File: config.mk
export PLATFORM = sky130hd
export DESIGN_NAME = vend_controller
export DESIGN_NICKNAME = d
export VERILOG_FILES = /design/src/rtl/vend_pkg.sv /design/src/rtl/vend_change_sel.sv /design/src/rtl/vend_controller.sv
export SDC_FILE = /design/constraint.sdc
export NUM_CORES = 1
export LEC_CHECK = 0
export ABC_CLOCK_PERIOD_IN_PS = 5600
export CAP_MARGIN = 25
export CORE_UTILIZATION = 25
export CTS_CLUSTER_DIAMETER = 40
export DETAILED_ROUTE_END_ITERATION = 8
export DONT_BUFFER_PORTS = 1
export PLACE_DENSITY = 0.4
export SLEW_MARGIN = 0
export SYNTH_ARGS = -nofsm -noshare
export SYNTH_HDL_FRONTEND = slang
export SYNTH_SLANG_ARGS = --single-unit
File: constraint.sdc
create_clock -name clk_i -period 5.6 [get_ports clk_i]
set_clock_uncertainty 0.15 [all_clocks]
set_input_delay 1.4 -clock clk_i [delete_from_list [all_inputs] [get_ports clk_i]]
set_output_delay 1.4 -clock clk_i [all_outputs]
set_load 0.02 [all_outputs]
File: src/rtl/vend_pkg.sv
`default_nettype none
// ============================================================================
// Module      : vend_pkg
// Description : Shared types and constants for the vending transaction
//               controller: FSM states, coin and product codes, coin values.
// Revision    : 1.0 - initial release
// ============================================================================
package vend_pkg;

  typedef enum logic [1:0] {
    COLLECT = 2'b00,
    VEND    = 2'b01,
    PAYOUT  = 2'b10
  } state_t;

  typedef enum logic [1:0] {
    COIN_NONE    = 2'b00,
    COIN_NICKEL  = 2'b01,
    COIN_DIME    = 2'b10,
    COIN_QUARTER = 2'b11
  } coin_t;

  typedef enum logic [1:0] {
    PROD_NONE = 2'b00,
    PROD_A    = 2'b01,
    PROD_B    = 2'b10,
    PROD_C    = 2'b11
  } prod_t;

  localparam logic [7:0] C_VAL_NICKEL  = 8'd5;
  localparam logic [7:0] C_VAL_DIME    = 8'd10;
  localparam logic [7:0] C_VAL_QUARTER = 8'd25;

endpackage : vend_pkg
`default_nettype wire

File: src/rtl/vend_change_sel.sv
`default_nettype none
// ============================================================================
// Module      : vend_change_sel
// Description : Greedy change picker. Returns the largest coin whose value
//               does not exceed the given credit, plus that coin's value.
// Revision    : 1.0 - initial release
// ============================================================================
module vend_change_sel
  import vend_pkg::*;
(
  input  logic [7:0] i_credit,
  output coin_t      o_coin,
  output logic [7:0] o_value
);

  // Largest-coin-first selection; zero credit yields no coin
  always_comb begin
    o_coin  = COIN_NONE;
    o_value = 8'd0;
    if (i_credit >= C_VAL_QUARTER) begin
      o_coin  = COIN_QUARTER;
      o_value = C_VAL_QUARTER;
    end else if (i_credit >= C_VAL_DIME) begin
      o_coin  = COIN_DIME;
      o_value = C_VAL_DIME;
    end else if (i_credit >= C_VAL_NICKEL) begin
      o_coin  = COIN_NICKEL;
      o_value = C_VAL_NICKEL;
    end
  end

endmodule : vend_change_sel
`default_nettype wire

File: src/rtl/vend_controller.sv
`default_nettype none
// ============================================================================
// Module      : vend_controller
// Description : Vending transaction controller. Accumulates coin credit,
//               accepts product selections, drives the release handshake and
//               pays change / refunds one coin at a time, largest first.
// Revision    : 1.0 - initial release
// ============================================================================
module vend_controller
  import vend_pkg::*;
#(
  parameter int unsigned PRICE_A    = 20,
  parameter int unsigned PRICE_B    = 35,
  parameter int unsigned PRICE_C    = 50,
  parameter int unsigned MAX_CREDIT = 95
) (
  input  logic       clk_i,
  input  logic       rst_ni,
  input  logic       nickle_i,
  input  logic       dime_i,
  input  logic       quarter_i,
  input  logic       sel_valid_i,
  input  logic [1:0] sel_i,
  input  logic       cancel_i,
  input  logic       vend_ack_i,
  input  logic       pay_ready_i,
  output logic       vend_o,
  output logic [1:0] vend_sel_o,
  output logic       pay_valid_o,
  output logic [1:0] pay_coin_o,
  output logic [7:0] credit_o,
  output logic       busy_o,
  output logic       coin_reject_o,
  output logic       sel_err_o
);

  localparam logic [7:0] C_PRICE_A    = 8'(PRICE_A);
  localparam logic [7:0] C_PRICE_B    = 8'(PRICE_B);
  localparam logic [7:0] C_PRICE_C    = 8'(PRICE_C);
  localparam logic [8:0] C_MAX_CREDIT = 9'(MAX_CREDIT);

  state_t     r_state, w_state_nxt;
  logic [7:0] r_credit, w_credit_nxt;
  logic       r_vend, w_vend_nxt;
  logic [1:0] r_vend_sel, w_vend_sel_nxt;
  logic       r_pay_valid, w_pay_valid_nxt;
  coin_t      r_pay_coin, w_pay_coin_nxt;
  logic [7:0] r_pay_value, w_pay_value_nxt;
  logic       r_busy;
  logic       r_coin_reject, w_coin_reject_nxt;
  logic       r_sel_err, w_sel_err_nxt;

  logic       w_coin_any;
  logic       w_coin_extra;
  logic [7:0] w_coin_val;
  logic [8:0] w_coin_sum;
  logic [7:0] w_price;
  coin_t      w_next_coin;
  logic [7:0] w_next_value;

  // Coin decode: nickel wins over dime wins over quarter; extras get bounced
  always_comb begin
    w_coin_any   = nickle_i | dime_i | quarter_i;
    w_coin_extra = (nickle_i & (dime_i | quarter_i)) | (dime_i & quarter_i);
    if (nickle_i)       w_coin_val = C_VAL_NICKEL;
    else if (dime_i)    w_coin_val = C_VAL_DIME;
    else if (quarter_i) w_coin_val = C_VAL_QUARTER;
    else                w_coin_val = 8'd0;
    w_coin_sum = {1'b0, r_credit} + {1'b0, w_coin_val};
  end

  // Price lookup for the requested product
  always_comb begin
    case (sel_i)
      PROD_A:  w_price = C_PRICE_A;
      PROD_B:  w_price = C_PRICE_B;
      PROD_C:  w_price = C_PRICE_C;
      default: w_price = 8'd0;
    endcase
  end

  // Next-state, credit and handshake control
  always_comb begin
    logic w_coin_ok;
    w_state_nxt       = r_state;
    w_credit_nxt      = r_credit;
    w_vend_nxt        = r_vend;
    w_vend_sel_nxt    = r_vend_sel;
    w_sel_err_nxt     = 1'b0;
    w_coin_reject_nxt = w_coin_extra;
    w_coin_ok         = 1'b0;

    case (r_state)
      COLLECT: begin
        if (cancel_i && (r_credit != 8'd0)) begin
          w_state_nxt = PAYOUT;
        end else if (sel_valid_i && (sel_i != PROD_NONE)) begin
          if (w_price <= r_credit) begin
            w_credit_nxt   = r_credit - w_price;
            w_state_nxt    = VEND;
            w_vend_nxt     = 1'b1;
            w_vend_sel_nxt = sel_i;
          end else begin
            // Refused selection leaves credit alone, so a coin may still land
            w_sel_err_nxt = 1'b1;
            w_coin_ok     = 1'b1;
          end
        end else begin
          w_coin_ok = 1'b1;
        end

        if (w_coin_any) begin
          if (w_coin_ok && (w_coin_sum <= C_MAX_CREDIT)) begin
            w_credit_nxt = w_coin_sum[7:0];
          end else begin
            w_coin_reject_nxt = 1'b1;
          end
        end
      end

      VEND: begin
        if (w_coin_any) w_coin_reject_nxt = 1'b1;
        if (vend_ack_i) begin
          w_vend_nxt     = 1'b0;
          w_vend_sel_nxt = 2'b00;
          w_state_nxt    = (r_credit != 8'd0) ? PAYOUT : COLLECT;
        end
      end

      PAYOUT: begin
        if (w_coin_any) w_coin_reject_nxt = 1'b1;
        if (r_pay_valid && pay_ready_i) begin
          w_credit_nxt = r_credit - r_pay_value;
          if (r_credit == r_pay_value) w_state_nxt = COLLECT;
        end
      end

      default: begin
        w_state_nxt    = COLLECT;
        w_vend_nxt     = 1'b0;
        w_vend_sel_nxt = 2'b00;
      end
    endcase
  end

  // Coin presented next cycle is always the greedy pick for next cycle's
  // credit, which keeps it stable while the payout unit stalls
  vend_change_sel u_change_sel (
    .i_credit (w_credit_nxt),
    .o_coin   (w_next_coin),
    .o_value  (w_next_value)
  );

  // Payout request follows the PAYOUT state
  always_comb begin
    w_pay_valid_nxt = (w_state_nxt == PAYOUT);
    w_pay_coin_nxt  = w_pay_valid_nxt ? w_next_coin  : COIN_NONE;
    w_pay_value_nxt = w_pay_valid_nxt ? w_next_value : 8'd0;
  end

  // Register state and all outputs; reset abandons any transaction in flight
  always_ff @(posedge clk_i) begin
    if (!rst_ni) begin
      r_state       <= COLLECT;
      r_credit      <= 8'd0;
      r_vend        <= 1'b0;
      r_vend_sel    <= 2'b00;
      r_pay_valid   <= 1'b0;
      r_pay_coin    <= COIN_NONE;
      r_pay_value   <= 8'd0;
      r_busy        <= 1'b0;
      r_coin_reject <= 1'b0;
      r_sel_err     <= 1'b0;
    end else begin
      r_state       <= w_state_nxt;
      r_credit      <= w_credit_nxt;
      r_vend        <= w_vend_nxt;
      r_vend_sel    <= w_vend_sel_nxt;
      r_pay_valid   <= w_pay_valid_nxt;
      r_pay_coin    <= w_pay_coin_nxt;
      r_pay_value   <= w_pay_value_nxt;
      r_busy        <= (w_state_nxt != COLLECT);
      r_coin_reject <= w_coin_reject_nxt;
      r_sel_err     <= w_sel_err_nxt;
    end
  end

  assign vend_o        = r_vend;
  assign vend_sel_o    = r_vend_sel;
  assign pay_valid_o   = r_pay_valid;
  assign pay_coin_o    = r_pay_coin;
  assign credit_o      = r_credit;
  assign busy_o        = r_busy;
  assign coin_reject_o = r_coin_reject;
  assign sel_err_o     = r_sel_err;

endmodule : vend_controller
`default_nettype wire

# After elaboration in Yosys (flattened, before gate mapping)
# Cells that the tools add are included.
[classes]
muxes = 43
reduce_logical = 14
n_addsub = 3
eq_ne = 11
n_bitwise = 11
n_lt_le_gt_ge = 5
[ops]
columns = ["op", "n"]
rows = [
  ["$mux W8", 6],
  ["$mux W2", 13],
  ["$mux W5", 5],
  ["$pmux W6 S3", 1],
  ["$pmux W8 S2", 1],
  ["$sub A8 B8 Y8", 2],
  ["$mux W1", 12],
  ["$pmux W2 S3", 2],
  ["$add A8 B8 Y9", 1],
  ["$le A9 B7 Y1 const B", 1],
  ["$eq A2 B2 Y1 const B", 4],
  ["$eq A8 B8 Y1", 1],
  ["$ge A8 B3 Y1 const B", 1],
  ["$ge A8 B4 Y1 const B", 1],
  ["$ge A8 B5 Y1 const B", 1],
  ["$le A8 B8 Y1", 1],
  ["$ne A2 B2 Y1 const B", 4],
  ["$reduce_bool A8 Y1", 1],
  ["$reduce_or A4 Y1", 2],
  ["$not A1 Y1", 5],
  ["$reduce_and A5 Y1", 1],
  ["$eq A2 B1 Y1 const B", 2],
  ["$logic_and A1 B1 Y1", 4],
  ["$or A1 B1 Y1", 4],
  ["other kinds (9)", 11],
]
[totals]
reg_bits = 27
wordCells = 99
in_bits = 11

# Logic depth before layout (Yosys ltp)
[depth]
word_depth = 15
mapped_depth = 14
mapped_depth_nobuf = 14

# Modules after synthesis
# Synthesis repeated with hierarchy kept, for this count alone.
[unflattened]
hier_cells = 318
hier_area_um2 = 2519.9
[modules_own_cells]
columns = ["mod", "n_inst", "area_each_um2", "cells_each"]
rows = [
  ["vend_controller", 1, 2366.0, 295],
  ["vend_change_sel", 1, 153.9, 23],
]

# Worst setup path after synthesis
# OpenSTA, ideal clock, no wires.
[synth_timing]
path_type = "input -> register"
from = "in dime_i"
to = "reg r_pay_value[2]"
cell_stages = 13
arrival_ns = 4.356
t_required_ns = 5.335
slack_ns = 0.979
path_buffers = 0
path_cell_list = "nand2b_1 nand2b_1 ha_1 fa_1 a211oi_2 nor2_1 or2_4 a2111o_1 or3_1 a31o_1 and3_1 o211a_1 and2_1"
[synth_between]
elab_chain_len = 10
word_cells_on_any_way = 15
cone_classes = "1 x add/sub; 4 x order compare; 6 x mux; 2 x bitwise; 2 x reduce/logical"
[synth_rtl]
columns = ["element", "line", "rtl"]
rows = [
  ["start: declaration", "vend_controller.sv:20", "input logic dime_i,"],
  ["$mux W5", "vend_controller.sv:66", "else if (dime_i) w_coin_val = C_VAL_DIME;"],
  ["$mux W5", "vend_controller.sv:65", "if (nickle_i) w_coin_val = C_VAL_NICKEL;"],
  ["$add A8 B8 Y9", "vend_controller.sv:69", "w_coin_sum = {1'b0, r_credit} + {1'b0, w_coin_val};"],
  ["$le A9 B7 Y1", "vend_controller.sv:113", "if (w_coin_ok && (w_coin_sum <= C_MAX_CREDIT)) begin"],
  ["$logic_and A1 B1 Y1", "vend_controller.sv:113", ""],
  ["$mux W8", "vend_controller.sv:113", ""],
  ["$mux W8 *", "vend_controller.sv:112", "if (w_coin_any) begin"],
  ["$pmux W8 S2 *", "vend_controller.sv:93", "case (r_state)"],
  ["$ge A8 B4 Y1, or another cell as far along", "vend_change_sel.sv:23", "end else if (i_credit >= C_VAL_DIME) begin"],
  ["$reduce_or A4 Y1 (no source line) / $mux W3 (equally long branches)", "--", ""],
  ["end signal: assignment", "vend_controller.sv:181", "r_pay_value <= w_pay_value_nxt;"],
  ["end: declaration", "vend_controller.sv:48", "logic [7:0] r_pay_value, w_pay_value_nxt;"],
]
# Mark *: on every way between the ends. The rest lies on a longest branch, timed or not.
# A chain may end at the register's enable or synchronous reset.

# Worst setup path in the final report
# Ends and elaborated chain as after synthesis.

==> results.toml <==
[run_status]
status = "finished clean"

[die]
ioPinCount = 28
fp.dieH_um = 96.5
num_rows = 34
die-area_um2 = 9320
die_w_um = 96.5
core_area_um2 = 8680
start_util_pct = 25.7

[pwr]
p_leak_nw = 0.915
power_density_nw_per_um2 = 646
worst_ir_drop_vdd_v = 0.000211

[global_route]
grt_pass1_wl_mm = 10.3
globalRouteOverflowTotal = 0
grt_max_degree = 22
grt_use_total_pct = 14.7
antenna_found_initial = 0
grt_pass1_vias = 1981

[synthesis]
synth_area_um2 = 2230
ys_ff_latch = 22
synthCells = 268
synthArstFlopShare_pct = 0
synth_nets = 301
synth.distinct_cells = 70
synth.yosys.seq_area_share_pct = 19.7
synth_edf_count = 0
avgSynthCellArea_um2 = 8.33
synth_ff_type = "dfxtp_1"
yosysWarnings = 0

[clock_network]
ctsHoldBuffers = 0
post-cts-setup-buffers = 0
clock_sinks = 22
cts_tree = "yes"
root_buffer = "clkbuf_8"
cts_buffer_depth = 2
cts_buffers = 3
cts.htree.levels = 1
path_clk_slew_ns = 0.09
clk_latency_ns = 0.27
cts_resized = 0

[worst_setup_path]
r2r_setup_slack_ns = 1.57
worstSetupStartpointType = "input port"
rr_startpoint = "credit_o[1]$_SDFF_PN0_"
setup.worst_path.end_class = "flop"
path_cells = "nand2b_1 > nand2b_1 > ha_1 > fa_1 > a211oi_2 > nor2_1 > or2_4 > a2111o_1 > o41ai_1 > a31oi_1 > and3_1 > o211a_1 > and2_1"
crit_slowest_cell = "a2111o_1"
crit_fanout = 8
crit_buf_inv = 0
critical_path_arrival_ns = 4.71
rr_endpoint = "r_pay_value[2]$_SDFF_PP0_"
cp_data_required_time_ns = 5.61
critPathKind = "input port to flop"
slowest_delay_ns = 0.53
path_common_cell = "nand2b_1"
r2r_cells = 10
path_delay_family = "compound AO/OA/AOI/OAI gates"

[final_layout]
n_fill_cell = 977
drive_gt1_share_pct = 9.89
final_cell_mix = "dfxtp_1, ha_1, nand2_1"
fin_nets = 297
final_common_cell = "dfxtp_1"
antenna_cells = 0
final_area_um2 = 2360
syn_to_final_growth_pct = 5.60

[placed_design]
dpl-instance-area_um2 = 2290
routabilityCongestion = 0.882
port_buffers = 0
dp_hpwl_mm = 5.32

[sta]
maxSlewHeadroom_pct = 45.2
timing.final.max_slew_violations = 0
max_freq_ghz = 0.213
hold_viol_final = 0
finalSetupViolCount = 0
post-route-period-util_pct = 83.9
rsz0062_at_grt = "false"
tightest_slew_ns = 0.820
period_needed_ns = 4.70
final.setup.tns_ns = 0

[routing]
num_vias = 2024
via_per_inst = 5.46
drt_iter0_markers = 137
wirelength_mm = 6.63
post_drt_wl_per_cell_um = 17.9
postRouteAntennaNets = 0
drc_errors = 0
drt_first_pass_iters = 5

[worst_hold_path]
holdCritPathClass = "flop to flop"
holdPathEnd = "vend_sel_o[1]$_SDFFE_PN0P_"
hp-start = "vend_sel_o[1]$_SDFFE_PN0P_"
hold_depth = 2

[job]
maxCapViolations = 0
routing by layer:
layer / global-route usage (%) / vias up / share of wire [%]
met3: 1.80 / 4 / 5.9
met4: 3.55 / 0 / 0.92
met5: 0 / - / 0
met1: 19.3 / 974 / 46
met2: 25.3 / 52 / 47
li1: - / 994 / -
through the flow:
stage | total power, W | hold WS [ns] | utilization (%) | instances | setup WS, ns
final | 0.00152 | 0.510 | 27.2 | 371 | 0.900
after global routing | 0.00166 | 0.532 | 27.2 | 371 | 0.653
after CTS | 0.00153 | 0.516 | 27.2 | 371 | 0.943
after detailed placement | 0.00137 | 0.503 | 26.4 | 367 | 0.645
after global placement | 0.00138 | 0.492 | 26.4 | 367 | 0.644
after floorplan | 0.00113 | 0.467 | - | 268 | 0.979
power breakdown:
group	total, W	internal [W]	switching (W)	leakage [nW]
Sequential	0.000341	0.000209	0.000133	0.180
Clock	0.000152	0.0000955	0.0000560	0.0357
Combinational	0.00103	0.000420	0.000610	0.699
kinds of logic (layout without fill, tap and decap cells):
group | count (synthesis) | after routing | synth area share [%]
compound gates | 87 | 87 | 30.1
flops | 22 | 22 | 19.7
simple gates | 96 | 96 | 23.9
buf+inv | 27 | 22 | 6.83
fa+ha+maj | 22 | 22 | 13.3
mux | 5 | 5 | 2.63
xor+xnor | 9 | 9 | 3.53
registers in the layout, summed over array words and instances, names as in the netlist, 2 cells and up:
name         count
r_state          2
r_pay_value      4
credit_o         8
vend_sel_o       2
worst max-delay path by stage:
stage               startpoint                         to  slack [ns]  depth (start not counted)
global route            dime_i  r_pay_value[4]$_SDFF_PN0_        0.65                         13
global placement        dime_i  r_pay_value[2]$_SDFF_PP0_        0.64                         13
CTS                     dime_i  r_pay_value[2]$_SDFF_PP0_        0.94                         13
finish                  dime_i  r_pay_value[2]$_SDFF_PP0_        0.90                         13
floorplan               dime_i  r_pay_value[2]$_SDFF_PP0_        0.98                         13
detailed placement      dime_i  r_pay_value[2]$_SDFF_PP0_        0.64                         13
worst register-to-register path: cells and delay by family, from the launching register on:
family          cells  cell delay [ns]
simple gates        2             0.45
flops               1             0.86
compound gates      6             1.76
fa+ha+maj           1             0.37
mux                 1             0.34
cell type report:
class / count / area (µm²) / share of cell area [%]
clock inverter: 1 / 30.0 / 1.27
timing repair buffer: 1 / 7.51 / 0.318
tap: 108 / 135 / 5.73
clock buffer: 3 / 41.3 / 1.75
multi-input combinational: 219 / 1640 / 69.5
sequential: 22 / 440 / 18.7
inverter: 17 / 63.8 / 2.71
cells in the mapped netlist (2+ instances only):
| cell type | number | share of area (%) |
|---|---|---|
| o31ai_1 | 3 | 1.0 |
| xnor2_1 | 8 | 3.1 |
| mux2_2 | 3 | 1.5 |
| o211ai_1 | 5 | 1.7 |
| fa_1 | 3 | 2.7 |
| a311oi_1 | 3 | 1.2 |
| a22oi_1 | 3 | 1.0 |
| o21ai_0 | 17 | 3.8 |
| nor2_1 | 14 | 2.4 |
| o21a_1 | 5 | 1.7 |
| a21oi_1 | 10 | 2.2 |
| a21o_1 | 3 | 1.0 |
| nor3_1 | 5 | 1.1 |
| nand3_1 | 7 | 1.6 |
| nor4_1 | 3 | 0.84 |
| o211a_1 | 3 | 1.3 |
| a21oi_2 | 2 | 0.78 |
| a31oi_1 | 6 | 1.7 |
| a211oi_1 | 3 | 1.0 |
| and2_1 | 5 | 1.4 |
| buf_4 | 2 | 0.67 |
| nand2b_1 | 7 | 2.0 |
| or3_1 | 4 | 1.1 |
| and3_1 | 4 | 1.1 |
| dfxtp_1 | 22 | 20 |
| clkbuf_1 | 2 | 0.34 |
| nand4_1 | 3 | 0.84 |
| a22o_2 | 2 | 0.90 |
| clkbuf_8 | 3 | 1.8 |
| ha_1 | 19 | 11 |
| nor3b_1 | 3 | 1.0 |
| nand2_1 | 18 | 3.0 |
| o2111ai_1 | 2 | 0.78 |
| inv_1 | 17 | 2.9 |
| nor2b_1 | 13 | 3.6 |
| a21boi_0 | 2 | 0.67 |
No activity file was read; power rests on OpenSTA's default activity.
